==> src/rtl/inst_mem_loader.sv <==
// inst_mem_loader: byte-wide instruction memory with a handshake loader.
// 16-bit words arrive over a valid/ready handshake. Each word is stored
// big-endian as a byte pair: the high byte goes to the even address and the
// low byte to the next address. A combinational fetch port reads back the
// same byte-pair layout from any (possibly odd) byte address.
//
// Ports:
//   clk, rst     clock; synchronous active-high reset
//   load_en      1 = loading mode, 0 = run mode (also restarts after done/full)
//   in_valid     source presents in_inst / in_last
//   in_ready     loader accepts a word this cycle (IDLE only)
//   in_inst      16-bit instruction word
//   in_last      marks the final word of the program
//   wr_addr      byte address of the next high byte to be written (even)
//   inst_count   complete instructions written since the last restart
//   done         program completed by an accepted last word
//   full         memory filled (wr_addr == MEM_BYTES)
//   overflow     sticky: in_valid seen while full and loading
//   rd_addr      fetch byte address
//   rd_inst      {mem[rd_addr], mem[rd_addr+1]}, wrapping at MEM_BYTES
module inst_mem_loader #(
    parameter int unsigned MEM_BYTES = 128,
    parameter int unsigned ADDR_W    = 16
) (
    input  logic              clk,
    input  logic              rst,
    input  logic              load_en,
    input  logic              in_valid,
    output logic              in_ready,
    input  logic [15:0]       in_inst,
    input  logic              in_last,
    output logic [ADDR_W-1:0] wr_addr,
    output logic [7:0]        inst_count,
    output logic              done,
    output logic              full,
    output logic              overflow,
    input  logic [ADDR_W-1:0] rd_addr,
    output logic [15:0]       rd_inst
);

    localparam int unsigned IDX_W    = (MEM_BYTES > 2) ? $clog2(MEM_BYTES) : 1;
    localparam int unsigned MAX_INST = MEM_BYTES / 2;

    typedef enum logic [2:0] {
        S_IDLE,
        S_CAPTURE,
        S_WR_HI,
        S_WR_LO,
        S_DONE,
        S_FULL
    } state_e;

    state_e            state_q, state_d;
    logic [15:0]       word_q, word_d;
    logic              last_q, last_d;
    logic [ADDR_W-1:0] wr_addr_q, wr_addr_d;
    logic [7:0]        cnt_q, cnt_d;
    logic              done_q, done_d;
    logic              full_q, full_d;
    logic              ovf_q, ovf_d;

    logic [7:0]        mem_q [MEM_BYTES];

    logic [ADDR_W-1:0] next_addr;
    logic [IDX_W-1:0]  wr_idx;
    logic [IDX_W-1:0]  rd_idx;
    logic [IDX_W-1:0]  rd_idx_nxt;
    logic              unused_rd_hi;

    // Next-state, handshake and bookkeeping
    always_comb begin
        state_d   = state_q;
        word_d    = word_q;
        last_d    = last_q;
        wr_addr_d = wr_addr_q;
        cnt_d     = cnt_q;
        done_d    = done_q;
        full_d    = full_q;
        ovf_d     = ovf_q;
        next_addr = wr_addr_q + ADDR_W'(2);
        // Held low during reset so the reset value of in_ready is observed as 0
        in_ready  = (state_q == S_IDLE) & load_en & ~full_q & ~done_q & ~rst;

        case (state_q)
            S_IDLE: begin
                if (in_valid && in_ready) begin
                    word_d  = in_inst;
                    last_d  = in_last;
                    state_d = S_CAPTURE;
                end
            end
            S_CAPTURE: state_d = S_WR_HI;
            S_WR_HI:   state_d = S_WR_LO;
            S_WR_LO: begin
                wr_addr_d = next_addr;
                if (cnt_q < 8'(MAX_INST)) begin
                    cnt_d = cnt_q + 8'd1;
                end
                if (next_addr == ADDR_W'(MEM_BYTES)) begin
                    full_d = 1'b1;
                end
                // A last word that also fills memory ends in DONE with both flags set
                if (last_q) begin
                    done_d  = 1'b1;
                    state_d = S_DONE;
                end else if (next_addr == ADDR_W'(MEM_BYTES)) begin
                    state_d = S_FULL;
                end else begin
                    state_d = S_IDLE;
                end
            end
            S_DONE, S_FULL: begin
                if (!load_en) begin
                    state_d   = S_IDLE;
                    wr_addr_d = '0;
                    cnt_d     = '0;
                    done_d    = 1'b0;
                    full_d    = 1'b0;
                    ovf_d     = 1'b0;
                end else if (in_valid && full_q) begin
                    ovf_d = 1'b1;
                end
            end
            default: state_d = S_IDLE;
        endcase
    end

    // State and control registers
    always_ff @(posedge clk) begin
        if (rst) begin
            state_q   <= S_IDLE;
            word_q    <= '0;
            last_q    <= 1'b0;
            wr_addr_q <= '0;
            cnt_q     <= '0;
            done_q    <= 1'b0;
            full_q    <= 1'b0;
            ovf_q     <= 1'b0;
        end else begin
            state_q   <= state_d;
            word_q    <= word_d;
            last_q    <= last_d;
            wr_addr_q <= wr_addr_d;
            cnt_q     <= cnt_d;
            done_q    <= done_d;
            full_q    <= full_d;
            ovf_q     <= ovf_d;
        end
    end

    // Byte storage; never reset, and a reset edge abandons the pending write
    assign wr_idx = wr_addr_q[IDX_W-1:0];

    always_ff @(posedge clk) begin
        if (!rst) begin
            if (state_q == S_WR_HI) begin
                mem_q[wr_idx] <= word_q[15:8];
            end
            if (state_q == S_WR_LO) begin
                mem_q[wr_idx + IDX_W'(1)] <= word_q[7:0];
            end
        end
    end

    // Fetch port: second byte wraps to address 0 past the top of memory
    assign rd_idx       = rd_addr[IDX_W-1:0];
    assign rd_idx_nxt   = (rd_idx == IDX_W'(MEM_BYTES - 1)) ? '0 : rd_idx + IDX_W'(1);
    assign rd_inst      = {mem_q[rd_idx], mem_q[rd_idx_nxt]};
    assign unused_rd_hi = ^rd_addr[ADDR_W-1:IDX_W];

    assign wr_addr    = wr_addr_q;
    assign inst_count = cnt_q;
    assign done       = done_q;
    assign full       = full_q;
    assign overflow   = ovf_q;

endmodule

==> config.mk <==
export PLATFORM = sky130hd
export DESIGN_NAME = inst_mem_loader
export DESIGN_NICKNAME = d
export VERILOG_FILES = /design/src/rtl/inst_mem_loader.sv
export SDC_FILE = /design/constraint.sdc
export NUM_CORES = 2
export LEC_CHECK = 0
export CAP_MARGIN = 20
export CORE_MARGIN = 2
export CORE_UTILIZATION = 45
export CTS_BUF_LIST = sky130_fd_sc_hd__clkbuf_4 sky130_fd_sc_hd__clkbuf_8
export CTS_CLUSTER_SIZE = 8
export DETAILED_ROUTE_END_ITERATION = 12
export DONT_BUFFER_PORTS = 1
export HOLD_SLACK_MARGIN = 0.08
export PLACE_DENSITY_LB_ADDON = 0.2
export SLEW_MARGIN = 5
export SYNTH_ARGS = -nofsm -noshare
export SYNTH_HDL_FRONTEND = slang
export SYNTH_SLANG_ARGS = --single-unit
==> constraint.sdc <==
create_clock -name clk -period 9.6 [get_ports clk]
set_clock_uncertainty 0.15 [all_clocks]
set_input_delay 1.44 -clock clk [delete_from_list [all_inputs] [get_ports clk]]
set_output_delay 1.44 -clock clk [all_outputs]
set_load 0.1 [all_outputs]
# == After elaboration in Yosys (flattened, before gate mapping) ==
# Memory sizes are Yosys's and may differ from the RTL's.
# Index checks and enable logic that the tools add are counted.
# W data, S select, Z words.
# word_totals
reg_bits,47
input_bits,37
n_memories,1
ram_bits,1024
wordCells,74
out_inout_bits,44
# classes
n_reduce_logical,13
order_cmp,1
bitwise,7
add_sub_neg,4
mux,27
n_eq_ne,13
# memory_table
memory,words,width,read_ports,rd_ports_with_merged_regs,wr,line_no,text
mem_q,128,8,2,0,1,62,logic [7:0] mem_q [MEM_BYTES];
# op_table
cell,n
$pmux W16 S2,1
$mux W8,3
$add A16 B2 Y16 const B,1
$eq A16 B8 Y1 const B,1
$mux W16,1
$pmux W8 S2,1
$pmux W3 S5,1
$add A7 B1 Y7 const B,2
$mux W7,2
$mux W1,12
$mux W3,4
$reduce_and A3 Y1,3
$add A8 B1 Y8 const B,1
$lt A8 B7 Y1 const B,1
$ne A2 B2 Y1 const B,4
$reduce_and A2 Y1,4
$reduce_or A8 Y1,1
$eq A7 B7 Y1 const B,1
$eq A3 B2 Y1 const B,2
$eq A3 B3 Y1 const B,2
$and A1 B1 Y1,4
$ne A2 B1 Y1 const B,2
$pmux W1 S2,2
$eq A3 B1 Y1 const B,1
other kinds (5),8

# == Longest topological paths before layout ==
# depth
ltp_word,8
mapped_depth,13
mapped_depth_nobuf,8

# == Least setup slack after synthesis ==
# Ideal clock, no wire load.
# synth_path
path_kind,input port to output port
from,input port rd_addr[0]
to,output port rd_inst[0]
slack_ns,2.635
n_path_buf,4
required_ns,8.010
t_arrival_ns,5.375
path_stages,9
cell_sequence,ha_1 > buf_2 > clkbuf_1 > clkbuf_1 > buf_1 > nand3_1 > o211ai_1 > o22ai_1 > o311ai_1
# synth_via
elab_chain_cells,3
word_cells_on_any_way,4
classes_between,add/sub: 1; eq/ne: 1; mux: 1; memory: 1
# synth_lines
item,line_no,text
from (decl),37,"input logic [ADDR_W-1:0] rd_addr,"
$add A7 B1 Y7 / $eq A7 B7 Y1 (equally long branches),167,assign rd_idx_nxt = (rd_idx == IDX_W'(MEM_BYTES - 1)) ? '0 : rd_idx + IDX_W'(1);
$mux W7 *,167,
$mem_v2 Z128 W8 *,n/a,
to (decl),38,output logic [15:0] rd_inst
# Mark *: on every way between the ends. The rest lies on a longest branch, timed or not.

# == Final worst setup path ==
# layout_path
from,input port rd_addr[1]
to,output port rd_inst[6]
# The elaborated chain is that of the path after synthesis.

==> metrics.cfg <==
[synth]
netlist_area_um2=50900
synth_area_leaders=edfxtp_1 (60%), mux4_2 (16%), nand2_1 (3.2%)
async_flop_share_pct=0
syn_inst=3419
synthDistinctLibCells=63
synth_top_family_by_area=multiplexers
synth-compound-area-share_pct=7.05
synthFlopType=edfxtp_1
synth-adder-area-share_pct=0.172
synth_xor_area_share_pct=0.206
synth-seq-cells=1070
synth_edf_count=1024
syn-num-nets=3463
seq_area_frac_synth_pct=62.2
synthMuxAreaShare_pct=19.1
synth-simple-area-share_pct=8.62
postSynthAreaPerCell_um2=14.9
synth_top_area_cell=edfxtp_1
yosysWarnings=0
netlist.area_leader.share_pct=60.4

[worst_setup_path]
worst-setup-path-type=input pin to output port
startpoint=rd_addr[1]
path_max_fanout=261
critPathTopFamily=buffers and inverters
endpoint=rd_inst[6]
r2r_cells=4
reg2reg_from=state_q[2]
crit_arrival_ps=6450
end_kind=output port
slowest_delay_ps=1270
critical_path_cell_count=10
critPathLaunchType=input pin
crit_chain=ha_4 -> inv_6 -> buf_4 -> nand2_1 -> a21oi_1 -> a2111oi_0 -> nor4_1 -> nand4_1 -> nand4_1 -> buf_4
reg2reg_to=mem_q[16][6]
critPathBufInv=3
crit_slowest_cell=ha_4
reg2reg_slack_ps=5590
required_ps=8010

[pwr]
pwr-share-clk_pct=39.6
pwr_density_cell_nw_per_um2=179
internal_power_uw=7560
switching_power_uw=2510
vdd_drop_max_v=0.000131
switching_share_pct=24.9
p_comb_share_pct=9.8
seqPwrFrac_pct=50.6
leakage_uw=0.0188

[timing]
setup_viol=0
hold_viol=0
finalCritPeriodShare_pct=83.7
rsz0062_at_grt=false
setup_slack_ps=1560
period_needed_ps=8040
worstMarginPinSlew_ps=1270
slew_violations=0
clock.fmax_mhz=124
slew_headroom_pct=14.5
setup_tns_ps=0

[die]
die_x_um=340
die_height_um=340
coreArea_um2=112000
dieArea_um2=116000
pin_count=81
row_count=123
initial_utilization_pct=45.3

[hold_path]
hold_path.class=register to register

[finish]
area_growth_pct=10.3
ff_latch_area_um2=31700
fillers=9403
final_area_um2=56200
nets=3433
drive_gt1_share_pct=23.2
layout_common_cells=edfxtp_1 (1,024), nand2_1 (421), mux4_2 (364)
layout_commonest_cell=edfxtp_1
multiInputGateArea_um2=18300

[drt]
dr.pass1.iters=6
first_iter_violations=4335
wirelength_um=158000
routed_via_density=6.55
drc=0
antenna_left=0
dr_total_vias=32982
wl_per_cell_um=31.4

[clock_network]
postCtsHoldBufs=0
clock_latency_ps=860
cts_buffers=176
cts_resized=0
cts_tree=done
cts_max_path_buffers=3
cts.sinks=1070
cts_max_level=4
cts_setup_buffers=0
cts_root_buf=clkbuf_8
clk_pin_slew_ps=60

[global_route]
gr-total-overflow=0
grt_start_max_net_pins=297
grtUsageTotal_pct=27.0
antenna_found_initial=5
grt_pass1_wl_um=226000
grt_pass1_vias=32113

[run_status]
status=finished clean

[placement]
place_area_um2=52600
place_congestion=0.845
portBuffers=0
place_hpwl_um=93400
pre_cts_ws_ps=2210

[job]
maxCapViolCount=0

==> power groups by stage <==
stage                     sequential (µW)  combinational, µW  clock (µW)
after floorplan                      5200                677           0
after global placement               5190                920           0
after CTS                            5100                977        4020
final                                5100                990        3990
after detailed placement             5200                974           0
after global routing                 5100               1020        4240
==> state kept, by name, indices dropped and copies added (netlist names) <==
| register | cells |
|---|---|
| wr_addr | 15 |
| done | 1 |
| full | 1 |
| word_q | 16 |
| mem_q | 1024 |
| inst_count | 8 |
| last_q | 1 |
| state_q | 3 |
| overflow | 1 |
==> stage by stage <==
stage / hold slack [ps] / total power (µW) / utilization [%] / std cells
after floorplan: 313 / 5880 / - / 3419
after global placement: 331 / 6110 / 46.6 / 4699
after detailed placement: 339 / 6170 / 46.8 / 4707
after CTS: 360 / 10100 / 49.9 / 5028
after global routing: 392 / 10400 / 50.0 / 5034
final: 355 / 10100 / 50.0 / 5035
==> per-layer routing <==
| layer | track usage (%) | wire length (µm) | vias up |
|---|---|---|---|
| li1 | - | - | 13661 |
| met1 | 36.6 | 60400 | 17004 |
| met2 | 41.9 | 74000 | 1988 |
| met3 | 6.66 | 17300 | 325 |
| met4 | 10.8 | 6340 | 4 |
| met5 | 0 | 23 | - |
==> area by class of cell <==
type	instances	area share [%]
Sequential cell	1070	56.4
Multi-Input combinational cell	2064	32.6
Clock buffer	259	5.50
Tap cell	1500	3.34
Timing Repair Buffer	67	1.35
Clock inverter	62	0.722
Inverter	10	0.0757
Antenna cell	3	0.0134
==> worst register-to-register path, cell delays in order, from the launching register on <==
cell and delay (ps):
dfxtp_1 420, and3b_1 360, nand2b_1 710, nand2_2 870, nor2_1 1120
==> synth_stat cells, drive strengths merged, types with 24 or more instances <==
cell	number
a21oi	197
a31oi	40
and3	56
buf	153
clkbuf	122
dfxtp	46
edfxtp	1024
mux2	39
mux2i	110
mux4	364
nand2	438
nand3	73
nor2	198
nor3	124
nor4	36
o211ai	42
o21ai	59
o22ai	24
o2bb2ai	107
==> logic make-up (layout without fill, tap and decap cells) <==
group                      after synthesis  count (layout)
muxes                                  513             513
xor gates and xnor gates                12              12
DFF                                   1070            1070
and+or+nand+nor                        990             990
other                                    1               4
AOI/OAI and AO/OA                      541             541
adders and majority gates                7               7
buffers and inverters                  285             398
==> how the worst min path moves through the flow <==
| stage | start | to | slack [ps] | cells after the start |
|---|---|---|---|---|
| final | word_q[9] | word_q[9] | 350 | 2 |
| after global routing | word_q[3] | word_q[3] | 390 | 2 |
| after CTS | word_q[4] | word_q[4] | 360 | 2 |
| after detailed placement | word_q[4] | word_q[4] | 340 | 2 |
| after global placement | word_q[11] | word_q[11] | 330 | 2 |
| after floorplan | word_q[0] | word_q[0] | 310 | 2 |
Note: power is estimated with default switching activity, not from simulation.
